--- src/rtl/gray_pkg.sv ---
// Shared widths and FSM encodings for the ping-pong gray frame server.
package gray_pkg;

   localparam int GRAY_DATA_W = 8;
   localparam int GRAY_ADDR_W = 6;

   localparam logic [0:0] WR_FILL  = 1'b0;
   localparam logic [0:0] WR_WAIT  = 1'b1;

   localparam logic [0:0] RD_IDLE  = 1'b0;
   localparam logic [0:0] RD_SERVE = 1'b1;

endpackage

--- src/rtl/gray_pingpong_ram.sv ---
// Two frame banks in one array: posedge write port, negedge read port with held output.
module gray_pingpong_ram
   import gray_pkg::*;
#(
   parameter int DATA_W = GRAY_DATA_W,
   parameter int ADDR_W = GRAY_ADDR_W
) (
   input  logic              clk,
   input  logic              reset,
   input  logic              wr_en,
   input  logic              wr_bank,
   input  logic [ADDR_W-1:0] wr_addr,
   input  logic [DATA_W-1:0] wr_data,
   input  logic              rd_en,
   input  logic              rd_bank,
   input  logic [ADDR_W-1:0] rd_addr,
   output logic [DATA_W-1:0] rd_data
);

   localparam int DEPTH = 2 * (2 ** ADDR_W);

   logic [DATA_W-1:0] mem [DEPTH];

   always_ff @(posedge clk) begin
      if (wr_en) begin
         mem[{wr_bank, wr_addr}] <= wr_data;
      end
   end

   // Negedge capture gives the consumer its data half a cycle after the request.
   always_ff @(negedge clk or negedge reset) begin
      if (!reset) begin
         rd_data <= '0;
      end else if (rd_en) begin
         rd_data <= mem[{rd_bank, rd_addr}];
      end
   end

endmodule

--- src/rtl/gray_server.sv ---
// Ping-pong frame buffer: raster pixels fill one bank while the consumer reads the other.
module gray_server
   import gray_pkg::*;
#(
   parameter int DATA_W = GRAY_DATA_W,
   parameter int ADDR_W = GRAY_ADDR_W
) (
   input  logic              clk,
   input  logic              reset,
   input  logic              in_valid,
   input  logic [DATA_W-1:0] in_data,
   output logic              in_ready,
   input  logic              gray_req,
   input  logic [ADDR_W-1:0] gray_addr,
   output logic [DATA_W-1:0] gray_data,
   output logic              frame_rdy,
   input  logic              finish
);

   logic [0:0]        wr_state_reg, wr_state_next;
   logic [0:0]        rd_state_reg, rd_state_next;
   logic              wr_bank_reg, wr_bank_next;
   logic [ADDR_W-1:0] wcnt_reg, wcnt_next;
   logic              in_ready_reg;
   logic              finish_q_reg;

   logic accept;
   logic last_px;
   logic fin_rise;
   logic handoff;

   assign accept   = in_valid & in_ready_reg;
   assign last_px  = (wcnt_reg == {ADDR_W{1'b1}});
   assign fin_rise = finish & ~finish_q_reg;
   // A full write bank moves to the reader whenever the reader holds nothing.
   assign handoff  = (wr_state_reg == WR_WAIT) && (rd_state_reg == RD_IDLE);

   always_comb begin
      wr_state_next = wr_state_reg;
      rd_state_next = rd_state_reg;
      wr_bank_next  = wr_bank_reg;
      wcnt_next     = wcnt_reg;
      if (accept) begin
         wcnt_next = wcnt_reg + 1'b1;
         if (last_px) begin
            wr_state_next = WR_WAIT;
         end
      end
      if ((rd_state_reg == RD_SERVE) && fin_rise) begin
         rd_state_next = RD_IDLE;
      end
      if (handoff) begin
         wr_state_next = WR_FILL;
         rd_state_next = RD_SERVE;
         wr_bank_next  = ~wr_bank_reg;
         wcnt_next     = '0;
      end
   end

   always_ff @(posedge clk or negedge reset) begin
      if (!reset) begin
         wr_state_reg <= WR_FILL;
         rd_state_reg <= RD_IDLE;
         wr_bank_reg  <= 1'b0;
         wcnt_reg     <= '0;
         in_ready_reg <= 1'b0;
         finish_q_reg <= 1'b0;
      end else begin
         wr_state_reg <= wr_state_next;
         rd_state_reg <= rd_state_next;
         wr_bank_reg  <= wr_bank_next;
         wcnt_reg     <= wcnt_next;
         in_ready_reg <= (wr_state_next == WR_FILL);
         finish_q_reg <= finish;
      end
   end

   assign in_ready  = in_ready_reg;
   assign frame_rdy = (rd_state_reg == RD_SERVE);

   // The read bank is always the one the writer does not own.
   gray_pingpong_ram #(
      .DATA_W (DATA_W),
      .ADDR_W (ADDR_W)
   ) u_ram (
      .clk     (clk),
      .reset   (reset),
      .wr_en   (accept),
      .wr_bank (wr_bank_reg),
      .wr_addr (wcnt_reg),
      .wr_data (in_data),
      .rd_en   (gray_req),
      .rd_bank (~wr_bank_reg),
      .rd_addr (gray_addr),
      .rd_data (gray_data)
   );

endmodule

--- config.mk ---
export PLATFORM = sky130hd
export DESIGN_NAME = gray_server
export DESIGN_NICKNAME = d
export VERILOG_FILES = /design/src/rtl/gray_pkg.sv /design/src/rtl/gray_pingpong_ram.sv /design/src/rtl/gray_server.sv
export SDC_FILE = /design/constraint.sdc
export NUM_CORES = 1
export LEC_CHECK = 0
export ABC_AREA = 0
export BUFFER_PORTS_ARGS = -buffer_cell sky130_fd_sc_hd__buf_2
export CAP_MARGIN = 15
export CORE_UTILIZATION = 55
export CTS_BUF_LIST = sky130_fd_sc_hd__clkbuf_16
export CTS_CLUSTER_SIZE = 28
export DETAILED_ROUTE_END_ITERATION = 7
export GPL_TIMING_DRIVEN = 1
export MAX_ROUTING_LAYER = met4
export PLACE_DENSITY = 0.83
export REMOVE_ABC_BUFFERS = 1
export SLEW_MARGIN = 20
export SYNTH_ARGS = -nofsm -noshare
export SYNTH_HDL_FRONTEND = slang
export SYNTH_HIERARCHICAL = 1
export SYNTH_SLANG_ARGS = --single-unit
--- constraint.sdc ---
create_clock -name clk -period 4.5 [get_ports clk]
set_input_delay 0.45 -clock clk [delete_from_list [all_inputs] [get_ports clk]]
set_output_delay 0.45 -clock clk [all_outputs]
set_load 0.01 [all_outputs]
==> impl_metrics.tcl <==
set metrics [dict create \
    outcome "complete, but fails checks" \
    violations "design-rule violations, negative setup slack" \
    numCtsBuffers 100 \
    layout-drive-gt1-share_pct 26.4 \
    met3WireLength_um 12100 \
    path_cells "mux4_2 > mux4_2 > o22ai_1 > nor2_1 > nor4_2 > buf_4 > nor3_1" \
    insertion_delay_ns 0.68 \
    critPathMaxFanout 1 \
    synth_enable_flop_cells 1024 \
    drc 5 \
    p_per_area_mw_per_mm2 453 \
    antenna_left 0 \
    num_vias 22100 \
    antenna_found_initial 4 \
    grt_overflow_total 0 \
    synth-seq-cells 1043 \
    post_dp_cell_area_sq_mm 0.0433 \
    syn_inst 2047 \
    fin_ws_ns -0.283 \
    synth_top_area_share_pct 75.1 \
    rows 99 \
    initial_core_util_pct 55.9 \
    fp.dieH_um 275 \
    wl_met2_um 49200 \
    ios 29 \
    finalWirelength_um 101000 \
    grt_max_degree 96 \
    cts_tree "done" \
    worst_path_max_delay_cell "mux4_2" \
    first_pass_iters 8 \
    tightest_slew_ns 1.25 \
    worst_path_most_repeated_cell "mux4_2" \
    grt_use_total_pct 27.7 \
    drv_slew 0 \
    path_clk_slew_ns 0.06 \
    total_power_mw 21.2 \
    ctsRootBufferMaster "clkbuf_16" \
    finalNetCount 2266 \
    yosys.area.top_type "edfxtp_1" \
    final_area_sq_mm 0.0467 \
    critPathBufInv 1 \
    htreeDepth 3 \
    rsz0062_at_grt "true" \
    finClkSkew_ns 0.0524 \
    place_hpwl_um 61200 \
    ys_async_sr_fraction_pct 1.82 \
    cp-start-kind "register" \
    criticalPathCategory "reg2reg" \
    cts.sinks 1043 \
    drt-vias-per-instance 6.73 \
    fin_tns_setup_ns -0.792 \
    synthesis.area_sq_mm 0.0410 \
    gp_congestion 0.963 \
    portBuffers 28 \
    post_cts_buffers 0 \
    die_x_um 275 \
    wl_per_cell_um 30.6 \
    finalHoldViolations 0 \
    wl_met1_um 35000 \
    cp.arrival_ns 2.99 \
    synth.avg_cell_area_sq_um 20.0 \
    holdWs_ns 0.131 \
    grt_pass1_vias 22000 \
    cp.required_ns 2.70 \
    largest_reg_flops 1024 \
    cts_buffer_depth 3 \
    drt_iter0_drc 3546 \
    syn_to_final_growth_pct 14.1 \
    die_area_sq_mm 0.0756 \
    synth.area.top_cells "edfxtp_1 (75%), mux4_2 (11%), mux2i_1 (3.4%)" \
    power_leakage_nw 15.2 \
    min_path_type "in2reg" \
    relSlewSlack_pct 16.7 \
    postLayoutCoreUtil_pct 63.7 \
    ys.flop_type "edfxtp_1" \
    path_delay_family "multiplexers" \
    highest_layer "met4" \
    cp_slowest_stage_delay_ns 0.51 \
    cp-end-kind "register" \
    setup_viol 6 \
    maxCapViolCount 0 \
    yosysSeqAreaShare_pct 76.2 \
    irDropWorstVdd_mv 0.358 \
    core-area_sq_mm 0.0733 \
    yosys_warnings 6 \
    grt_pass1_wl_um 145000 \
    synth.distinct_cells 49 \
]
[worst reg2reg max path: cells and delay by family (launching register included)]
| family | cells | cell delay (ns) |
|---|---|---|
| mux | 2 | 1.02 |
| simple gates | 3 | 0.46 |
| flops | 1 | 0.41 |
| compound gates | 1 | 0.24 |
| buf+inv | 1 | 0.19 |
[per-layer routing]
metal  global-route usage [%]  up-vias
met5                        -        -
met4                     11.1        0
met3                     6.17      339
met2                     43.4     1719
met1                     35.4    11200
li1                         -     8853
[power breakdown]
part	switching, mW	leakage [nW]	internal (mW)
Clock	3.54	1.66	4.65
Combinational	1.23	4.10	0.631
Sequential	0.211	9.43	10.9
Total	4.99	15.2	16.2
[Yosys cell counts (all sizes together) (3+ instances only)]
library cell	number
edfxtp	1024
mux4	204
nor2	158
mux2i	138
clkbuf	66
o22ai	61
buf	54
nand3	38
nand2	35
and2	30
o221ai	30
a211oi	22
a21oi	20
nor3	17
o21ai	14
mux2	12
dfrtp	11
inv	10
o32ai	10
a31oi	8
dfrtn	8
nor2b	8
nor4	8
nand2b	7
nand4	7
o211ai	7
a32oi	6
o31ai	5
or3	5
a2111oi	4
or2	3
[final timing paths]
path / end / slack, ns / depth (start not counted) / from
max in group asynchronous: u_ram/rd_data[1] / 1.54 / 2 / reset
setup / recovery: u_ram/rd_data[1] / -0.28 / 7 / u_ram/mem[125][1]
hold / removal: wcnt_reg[1] / 0.13 / 3 / in_valid
hold reg to reg: frame_rdy / 0.47 / 2 / finish_q_reg
setup reg to reg: u_ram/rd_data[1] / -0.28 / 7 / u_ram/mem[125][1]
min in group asynchronous: wcnt_reg[5] / 0.36 / 2 / reset
[per-stage QoR]
stage / cells / worst slack (ns)
floorplan: 1927 / 0.0270
global placement: 3102 / -0.879
detailed placement: 3102 / -0.950
CTS: 3285 / -0.154
global route: 3286 / -0.257
finish: 3286 / -0.283
[cells in the final DEF (no fill, tap or decap), types with 8 or more instances in the layout]
| master | instances |
|---|---|
| edfxtp_1 | 1024 |
| mux4_2 | 204 |
| buf_4 | 174 |
| nor2_1 | 156 |
| mux2i_1 | 138 |
| clkbuf_16 | 101 |
| o22ai_1 | 56 |
| nand3_1 | 37 |
| nand2_1 | 35 |
| inv_1 | 32 |
| o221ai_1 | 30 |
| and2_1 | 30 |
| a211oi_1 | 21 |
| buf_12 | 20 |
| clkinv_2 | 19 |
| buf_2 | 16 |
| a21oi_1 | 15 |
| clkinv_1 | 15 |
| o21ai_0 | 14 |
| mux2_2 | 12 |
| dfrtp_1 | 11 |
| nor3_1 | 11 |
| bufinv_16 | 10 |
| nor2b_1 | 8 |
| a31oi_1 | 8 |
| dfrtn_1 | 8 |
[cells by family (layout without fill, tap and decap cells)]
kind of cell	count (synthesis)	count (layout)	synth area share (%)
xor+xnor	3	3	0.0641
fa+ha+maj	1	1	0.0305
mux	354	354	14.9
simple gates	320	320	3.56
buf+inv	130	409	1.83
compound gates	196	196	3.39
flops	1043	1043	76.2
other cells	0	1	0
[cell type report]
type / instances / area (sq um)
antenna: 1 / 2.50
clock buffer: 101 / 2530
clock inverter: 81 / 677
fill: 4570 / 26600
inverter: 10 / 37.5
multi-input combinational: 874 / 9210
sequential: 1043 / 31200
tap: 959 / 1200
timing repair buffer: 217 / 1870
[what timing repair did]
action                     CTS  global route
hold endpoints to repair    12             0
pin swaps                    6             3
resized for setup           20            17
hold buffers                 2             0
setup endpoints to repair    8             8
No activity file was read; power rests on OpenSTA's default activity.
